==> config.mk <==
export PLATFORM = sky130hd
export DESIGN_NAME = doc_port_arbiter
export DESIGN_NICKNAME = d
export VERILOG_FILES = /design/src/rtl/doc_pkg.sv /design/src/rtl/doc_clear_sweep.sv /design/src/rtl/doc_port_arbiter.sv
export SDC_FILE = /design/constraint.sdc
export NUM_CORES = 1
export LEC_CHECK = 0
export ABC_AREA = 1
export BUFFER_PORTS_ARGS = -buffer_cell sky130_fd_sc_hd__buf_2
export CORE_ASPECT_RATIO = 1.1
export CORE_MARGIN = 2
export CORE_UTILIZATION = 44
export DETAILED_ROUTE_END_ITERATION = 8
export GPL_ROUTABILITY_DRIVEN = 0
export GPL_TIMING_DRIVEN = 0
export PLACE_DENSITY = 0.92
export SYNTH_ARGS = -nofsm -noshare
export SYNTH_HDL_FRONTEND = slang
export SYNTH_SLANG_ARGS = --single-unit
==> constraint.sdc <==
create_clock -name clk -period 1.4 [get_ports clk]
set_input_delay 0.07 -clock clk [delete_from_list [all_inputs] [get_ports clk]]
set_output_delay 0.07 -clock clk [all_outputs]
set_load 0.005 [all_outputs]
==> src/rtl/doc_pkg.sv <==
// Shared definitions for the document character RAM and its port arbiter.
//   DOC_COLS x DOC_ROWS cells, DOC_ADDR_W-bit address, DOC_DATA_W-bit codes,
//   DOC_BLANK is the code a clear writes, doc_state_e is the arbiter FSM state.
package doc_pkg;

    localparam int unsigned DOC_COLS   = 20;
    localparam int unsigned DOC_ROWS   = 15;
    localparam int unsigned DOC_DEPTH  = DOC_COLS * DOC_ROWS;
    localparam int unsigned DOC_ADDR_W = 9;
    localparam int unsigned DOC_DATA_W = 8;

    localparam logic [DOC_DATA_W-1:0] DOC_BLANK = 8'h00;

    typedef enum logic [0:0] {
        IDLE  = 1'b0,
        CLEAR = 1'b1
    } doc_state_e;

endpackage

==> src/rtl/doc_clear_sweep.sv <==
// Clear sweep sequencer: walks addresses 0..DEPTH-1, one per cycle, after a start pulse.
//   clk, rst (async, active-low)
//   start : one-cycle request, ignored while a sweep is running
//   busy  : registered, high on every sweep cycle (one fill write per cycle)
//   done  : registered one-cycle pulse in the first idle cycle after the last fill
//   addr  : current sweep address
module doc_clear_sweep
    import doc_pkg::*;
#(
    parameter int unsigned ADDR_W = DOC_ADDR_W,
    parameter int unsigned DEPTH  = DOC_DEPTH
) (
    input  logic              clk,
    input  logic              rst,
    input  logic              start,
    output logic              busy,
    output logic              done,
    output logic [ADDR_W-1:0] addr
);

    localparam logic [ADDR_W-1:0] LAST = ADDR_W'(DEPTH - 1);

    doc_state_e        state_q, state_d;
    logic [ADDR_W-1:0] cnt_q, cnt_d;
    logic              busy_q, busy_d;
    logic              done_q, done_d;

    // State register
    always_ff @(posedge clk or negedge rst) begin
        if (!rst) begin
            state_q <= IDLE;
            cnt_q   <= '0;
            busy_q  <= 1'b0;
            done_q  <= 1'b0;
        end else begin
            state_q <= state_d;
            cnt_q   <= cnt_d;
            busy_q  <= busy_d;
            done_q  <= done_d;
        end
    end

    // Next state and sweep counter
    always_comb begin
        state_d = state_q;
        cnt_d   = cnt_q;
        case (state_q)
            IDLE: begin
                if (start) begin
                    state_d = CLEAR;
                    cnt_d   = '0;
                end
            end
            CLEAR: begin
                if (cnt_q == LAST) begin
                    state_d = IDLE;
                    cnt_d   = '0;
                end else begin
                    cnt_d = cnt_q + ADDR_W'(1);
                end
            end
            default: begin
                state_d = IDLE;
                cnt_d   = '0;
            end
        endcase
    end

    // Registered outputs, computed from the upcoming state
    always_comb begin
        busy_d = (state_d == CLEAR);
        done_d = (state_q == CLEAR) && (state_d == IDLE);
    end

    assign busy = busy_q;
    assign done = done_q;
    assign addr = cnt_q;

endmodule

==> src/rtl/doc_port_arbiter.sv <==
// Shares document RAM port A between editor writes, messenger reads and a clear sweep.
//   clk, rst (async, active-low)
//   clr_start/clr_busy/clr_done          : clear request, sweep in progress, completion pulse
//   wr_req/wr_addr/wr_data/wr_ack        : editor write, acked in the cycle it hits the RAM
//   rd_req/rd_addr/rd_ack/rd_data/rd_valid : messenger read, data registered one cycle after ack
//   mem_a/mem_d/mem_we/mem_q             : RAM port (mem_q is the asynchronous read data)
module doc_port_arbiter
    import doc_pkg::*;
#(
    parameter int unsigned       ADDR_W = DOC_ADDR_W,
    parameter int unsigned       DATA_W = DOC_DATA_W,
    parameter int unsigned       DEPTH  = DOC_DEPTH,
    parameter logic [DATA_W-1:0] FILL   = DATA_W'(DOC_BLANK)
) (
    input  logic              clk,
    input  logic              rst,
    input  logic              clr_start,
    output logic              clr_busy,
    output logic              clr_done,
    input  logic              wr_req,
    input  logic [ADDR_W-1:0] wr_addr,
    input  logic [DATA_W-1:0] wr_data,
    output logic              wr_ack,
    input  logic              rd_req,
    input  logic [ADDR_W-1:0] rd_addr,
    output logic              rd_ack,
    output logic [DATA_W-1:0] rd_data,
    output logic              rd_valid,
    output logic [ADDR_W-1:0] mem_a,
    output logic [DATA_W-1:0] mem_d,
    output logic              mem_we,
    input  logic [DATA_W-1:0] mem_q
);

    logic              sweep_busy;
    logic [ADDR_W-1:0] sweep_addr;

    logic              wr_gnt, rd_gnt;
    logic              last_wr_q, last_wr_d;
    logic [DATA_W-1:0] rd_data_q, rd_data_d;
    logic              rd_valid_q, rd_valid_d;

    doc_clear_sweep #(
        .ADDR_W (ADDR_W),
        .DEPTH  (DEPTH)
    ) u_sweep (
        .clk   (clk),
        .rst   (rst),
        .start (clr_start),
        .busy  (sweep_busy),
        .done  (clr_done),
        .addr  (sweep_addr)
    );

    // Grant selection; rst gating keeps the combinational acks low while reset is held
    always_comb begin
        wr_gnt = 1'b0;
        rd_gnt = 1'b0;
        if (rst && !sweep_busy) begin
            wr_gnt = wr_req && (!rd_req || !last_wr_q);
            rd_gnt = rd_req && (!wr_req ||  last_wr_q);
        end
    end

    // RAM port mux; the sweep owns the port whenever it runs
    always_comb begin
        mem_a  = '0;
        mem_d  = '0;
        mem_we = 1'b0;
        if (sweep_busy) begin
            mem_a  = sweep_addr;
            mem_d  = FILL;
            mem_we = 1'b1;
        end else if (wr_gnt) begin
            mem_a  = wr_addr;
            mem_d  = wr_data;
            mem_we = 1'b1;
        end else if (rd_gnt) begin
            mem_a = rd_addr;
        end
    end

    // Round-robin flag and read data capture
    always_comb begin
        last_wr_d  = last_wr_q;
        rd_data_d  = rd_data_q;
        rd_valid_d = rd_gnt;
        if (wr_gnt) begin
            last_wr_d = 1'b1;
        end else if (rd_gnt) begin
            last_wr_d = 1'b0;
            rd_data_d = mem_q;
        end
    end

    always_ff @(posedge clk or negedge rst) begin
        if (!rst) begin
            last_wr_q  <= 1'b0;
            rd_data_q  <= '0;
            rd_valid_q <= 1'b0;
        end else begin
            last_wr_q  <= last_wr_d;
            rd_data_q  <= rd_data_d;
            rd_valid_q <= rd_valid_d;
        end
    end

    assign wr_ack   = wr_gnt;
    assign rd_ack   = rd_gnt;
    assign clr_busy = sweep_busy;
    assign rd_data  = rd_data_q;
    assign rd_valid = rd_valid_q;

endmodule
==> results of run 1 <==
[cells by family after synthesis]
logic type | after synthesis | synth area share (%)
xor+xnor | 2 | 1.41
simple gates | 119 | 40.0
compound gates | 12 | 5.35
buf+inv | 26 | 9.89
fa+ha+maj | 1 | 1.01
flops | 21 | 42.4
[per-stage QoR]
step           TNS, ps  instance area (sq um)
2_1_floorplan        0                   1240
3_3_place_gp      -104                   1630
3_5_place_dp      -164                   1630
4_1_cts          -2830                   1840
5_1_grt          -4240                   2020
6_report         -2470                   2020
[layout by cell type, fill, tap and decap left out, types with 3 or more instances in the layout]
cell type / Yosys / final
nand2_2: 1 / 10
nand3_1: 18 / 8
dfrtp_2: 0 / 3
dfrtp_1: 21 / 18
buf_6: 1 / 4
o21ai_0: 9 / 9
nand2_1: 79 / 68
nor2_1: 18 / 15
nor2_2: 1 / 3
buf_2: 3 / 70
clkbuf_4: 0 / 3
inv_1: 18 / 18
dlygate4sd3_1: 0 / 9
buf_4: 0 / 8
nand3_2: 0 / 9
[repair_timing]
action | CTS | global route
hold buffers | 9 | 0
endpoints found under the setup margin | 20 | 32
pin swaps | 2 | 3
gates cloned | 1 | 1
buffers inserted | 6 | 5
endpoints found under the hold margin | 29 | 0
gates resized for setup | 5 | 39
[worst max-delay path, cell delays in order (launching register included)]
cell       delay, ps
dfrtp_2          470
nor2_4           180
nand3_4          100
clkinv_4          90
clkbuf_16        140
nand2_2           40
nand3_2           50
buf_2            110
[state kept, by name, summed over array words and instances (netlist names)]
signal	cells
u_sweep.addr	9
last_wr_q	1
u_sweep.state_q	1
u_sweep.done	1
rd_valid	1
rd_data	8
[per-layer routing]
metal | vias up | GRT usage [%]
li1 | 743 | -
met1 | 718 | 28.2
met2 | 101 | 39.8
met3 | 17 | 2.75
met4 | 0 | 15.4
met5 | - | 0
[layout make-up]
class	count	area (sq um)
Buffer	5	41.3
Clock buffer	3	22.5
Clock inverter	1	7.51
Fill cell	185	711
Inverter	20	81.3
Multi-Input combinational cell	134	702
Sequential cell	21	529
Tap cell	33	41.3
Timing Repair Buffer	90	584
Timing Repair inverter	1	7.51
[power groups by stage]
stage / clock, uW / sequential (uW) / combinational [uW]
after global routing: 344 / 985 / 1340
after global placement: 0 / 954 / 948
final: 309 / 973 / 1190
after floorplan: 0 / 929 / 632
after CTS: 315 / 943 / 1010
after detailed placement: 0 / 956 / 980
[final timing paths]
kind                                       from              end  slack [ps]  depth (start not counted)
min in group asynchronous                   rst  u_sweep.addr[8]         460                          2
worst min-delay path                  clr_start  u_sweep.state_q          40                          3
worst min register to register       rd_data[0]       rd_data[0]         490                          2
max in group asynchronous                   rst  u_sweep.state_q         310                          2
worst max register to register  u_sweep.state_q       rd_data[3]          60                          8
worst max-delay path            u_sweep.state_q         mem_a[8]        -160                          7
==> reports/metrics.csv, run 1 <==
stage;metric;value;unit
clock_network;clock_latency;320;ps
global_routing;grt_pass1_wl;5.46;mm
yosys;synth_edf_count;0;
power;internal-power;1460;uW
detailed_routing;drtIter0Drc;85;
yosys;synth_cells;181;
min_path;hold_path.class;primary input to flop;
power;pwr-share-comb;48.2;%
worst_setup_path;path_class;flop to primary output;
floorplanning;fp.dieW;54.6;um
place;pre_cts_ws;-121;ps
floorplanning;rows;20;
sta;post-route-period-util;112;%
global_routing;grt_usage;23.8;%
detailed_routing;drtAntennaViolNets;0;
place;placedCellCount;283;
worst_setup_path;crit_fanout;5;
floorplanning;io_pins;70;
clock_network;htreeDepth;1;
yosys;yosysTopAreaCell;dfrtp_1;
sta;finalHoldViolations;0;
floorplanning;die_h;59.7;um
worst_setup_path;endpoint_kind;primary output;
sta;skew;1.57;ps
finish;diodes;0;
detailed_routing;wirelength;4.23;mm
clock_network;clk_pin_slew_worst_paths;120;ps
worst_setup_path;cp.arrival;1490;ps
power;pwr-share-seq;39.3;%
floorplanning;die_area;3260;sq um
flow_run;max-cap-violations;0;
place;place_hpwl;2.33;mm
detailed_routing;wl_met2;2.19;mm
global_routing;grt_max_degree;22;
yosys;synthFlopType;dfrtp_1;
finish;layout.cells.non_filler;308;
clock_network;cts_root_buf;clkbuf_4;
sta;hold_slack;37.4;ps
power;p_leak;0.00115;uW
yosys;ys_types;21;
worst_setup_path;worst_setup_path_start_kind;flop;
yosys;synth_area_leaders;dfrtp_1 42%, nand2_1 24%, nand3_1 7.3%, inv_1 5.4%, nor2_1 5.4%;
detailed_routing;drtPass1Iterations;4;
yosys;synth_nets;221;
sta;maxSlewViolCount;0;
power;switching_share;41.1;%
yosys;synthTopCellsByCount;79 x nand2_1, 21 x dfrtp_1, 18 x inv_1, 18 x nand3_1, 18 x nor2_1;
outcome;violations;setup timing;
clock_network;clock_path_buffers;2;
yosys;synth_seq_area_share;42.4;%
detailed_routing;wl_met1;1.52;mm
detailed_routing;vias;1579;
clock_network;numCtsBuffers;3;
finish;syn_to_final_growth;62.7;%
worst_setup_path;required;1330;ps
sta;slew_headroom;37.1;%
detailed_routing;drc;0;
sta;rsz0062_at_grt;true;
yosys;postSynthRegisterBits;21;
detailed_routing;wl_met3;324;um
power;total_power;2480;uW
sta;fin_crit;1560;ps
sta;setup_viol;20;
floorplanning;fp.coreArea;2730;sq um
detailed_routing;vias_per_cell;5.13;
finish;drive_gt1_share;45.5;%
yosys;synth_warnings;0;
yosys;synth-async-reset-ratio;100;%
sta;layout_setup_ws;-164;ps
outcome;status;finished with violations;
yosys;syn_avg_cell_area;6.85;sq um
power;ir_worst_vdd;0.913;mV
yosys;yosysTopAreaCellShare;42.4;%
finish;fin_nets;316;
global_routing;grt.overflow.total;0;
yosys;synth.most_common_cell;nand2_1;
power;pwr_density_cell;1230;nW/um^2
floorplanning;initial_core_util;45.5;%
global_routing;antenna_found_initial;0;
power;pwr-share-clk;12.5;%
finish;final_core_util;73.9;%
detailed_routing;routedWlPerCell;13.7;um
detailed_routing;topRoutingLayerUsed;met4;
sta;fmax;639;MHz
global_routing;grt_pass1_vias;1265;
yosys;netlist_area;1240;sq um
power;p_switching;1020;uW
clock_network;cts_sinks;21;
clock_network;cts_tree;built;
sta;worstMarginPinSlew;940;ps
place;portBuffers;69;
(Power assumes the default switching activity.)
==> inputs of run 2 (changes only) <==
clock period = 1.7 ns   (was 1.4 ns; I/O delays follow)
==> reports/metrics.csv, run 2 (same netlist as run 1, synthesis figures left out) <==
stage;metric;value;unit
clock_network;numCtsBuffers;3;
finish;drive_gt1_share;34.6;%
worst_setup_path;path_class;flop to primary output;
detailed_routing;wirelength;3.56;mm
worst_setup_path;endpoint_kind;primary output;
min_path;holdPathEnd;u_sweep.state_q;
detailed_routing;routedWlPerCell;11.8;um
clock_network;htreeDepth;1;
detailed_routing;drtPass1Iterations;4;
global_routing;antenna_found_initial;0;
floorplanning;fp.coreArea;2730;sq um
detailed_routing;drtAntennaViolNets;0;
floorplanning;die_area;3260;sq um
sta;fmax;617;MHz
worst_setup_path;max_stage_delay;400;ps
sta;post-route-period-util;95.4;%
worst_setup_path;rr_endpoint;u_sweep.addr[3];
min_path;hold_path.class;primary input to flop;
global_routing;grt_pass1_wl;5.12;mm
finish;final_cell_mix;78 x nand2_1, 71 x buf_2, 21 x dfrtp_1;
outcome;status;finished clean;
sta;hold_slack;42.9;ps
floorplanning;die_h;59.7;um
global_routing;grt_usage;22.1;%
worst_setup_path;crit_family;simple AND/OR/NAND/NOR gates;
clock_network;cts_sinks;21;
finish;syn_to_final_growth;48.8;%
sta;setup_viol;0;
place;place_hpwl;2.33;mm
min_path;whs_path_depth;3;
detailed_routing;vias;1489;
clock_network;clock_latency;320;ps
clock_network;clk_pin_slew_worst_paths;120;ps
finish;ff_latch_area;526;sq um
detailed_routing;vias_per_cell;4.93;
worst_setup_path;worst_setup_path_start_kind;flop;
worst_setup_path;rrSetupSlack;280;ps
flow_run;max-cap-violations;0;
finish;multi_input_area;607;sq um
power;p_leak;0.00105;uW
sta;maxSlewViolCount;0;
detailed_routing;drc;0;
floorplanning;fp.dieW;54.6;um
worst_setup_path;crit_buf_inv;3;
sta;rsz0062_at_grt;true;
sta;finalHoldViolations;0;
worst_setup_path;cp.arrival;1540;ps
floorplanning;rows;20;
global_routing;grt_pass1_vias;1219;
clock_network;cts_tree;built;
detailed_routing;drtIter0Drc;43;
finish;fillCellCount;228;
worst_setup_path;required;1620;ps
global_routing;grt.overflow.total;0;
global_routing;grt_max_degree;22;
worst_setup_path;path_cells;buf_6 -> nor2_4 -> nand3_4 -> clkinvlp_4 -> nand2_1 -> nand3_1 -> buf_2;
power;ir_worst_vdd;0.739;mV
worst_setup_path;crit_fanout;7;
sta;slew_headroom;37.5;%
clock_network;cts_root_buf;clkbuf_4;
clock_network;clock_path_buffers;2;
worst_setup_path;timing.rr.start;u_sweep.addr[0];
finish;fin_nets;310;
floorplanning;initial_core_util;45.5;%
finish;diodes;0;
sta;finalSetupTns;0;ps
power;pwr_density_cell;1020;nW/um^2
worst_setup_path;crit_slowest_cell;dfrtp_1;
sta;fin_crit;1620;ps
sta;skew;4.76;ps
min_path;min_from;clr_start;
floorplanning;io_pins;70;
sta;worstMarginPinSlew;934;ps
worst_setup_path;reg2reg_depth;6;
place;portBuffers;69;
finish;largest_register_ffs;9;
finish;layout_commonest_cell;nand2_1;
==> run 2: cell count changes in the layout (fill, tap and decap cells not counted), sizes merged <==
cell / previous run / this run
clkinv: 2 / 1
buf: 85 / 79
clkinvlp: 2 / 3
==> run 2: layout make-up <==
| class | instances | area share [%] |
|---|---|---|
| repair inverters | 1 | 0.407 |
| flip-flops and latches | 21 | 28.5 |
| plain buffers | 6 | 2.85 |
| clock inverters | 1 | 0.407 |
| well taps | 33 | 2.24 |
| inverters | 20 | 4.54 |
| multi-input cells | 134 | 32.9 |
| repair buffers | 83 | 27.0 |
| clock buffers | 3 | 1.22 |
==> run 2: what timing repair did <==
item,4_1_cts,5_1_grt
pin swaps,0,3
hold buffers,9,0
resized for setup,1,11
endpoints found under the setup margin,1,12
gates cloned,0,1
setup buffers,1,4
hold endpoints to repair,29,0
==> run 2: where the power goes <==
group	leakage [uW]	internal [uW]	switching (uW)
Combinational	0.000776	381	458
Clock	0.0000139	90.1	166
Sequential	0.000261	650	135
==> run 2: routing by layer <==
layer	part of all wire [%]	track usage, %	vias to the layer above	wire length [um]
li1	-	-	729	-
met1	38	25.7	674	1360
met2	50	37.2	73	1770
met3	7.5	2.50	13	267
met4	4.5	15.0	0	161
met5	0	0	-	0
==> run 2: tightest hold or removal path, delay by kind of cell <==
| kind | cells | cell delay [ps] |
|---|---|---|
| AND/OR/NAND/NOR | 2 | 160 |
| buffers and inverters | 1 | 90 |
==> run 2: metrics by stage <==
step,instance area (sq um),setup slack [ps],std cells,total power [uW],util [%]
final,1850,78.3,302,1880,67.7
after global routing,1850,-23.2,302,2060,67.7
after CTS,1760,24.1,297,1870,64.4
after detailed placement,1630,149,283,1590,59.6
after global placement,1630,166,283,1570,59.6
after floorplan,1240,514,181,1290,-
==> run 2: worst max-delay path by stage <==
stage                     from        to  slack, ps  cells past startpoint
6_report       u_sweep.state_q  mem_a[7]         80                      7
5_1_grt        u_sweep.state_q  mem_a[6]        -20                      7
4_1_cts        u_sweep.state_q  mem_a[7]         20                      7
3_5_place_dp               rst  mem_a[7]        150                      9
3_3_place_gp               rst  mem_a[7]        170                      9
2_1_floorplan  u_sweep.state_q  mem_a[7]        510                      7
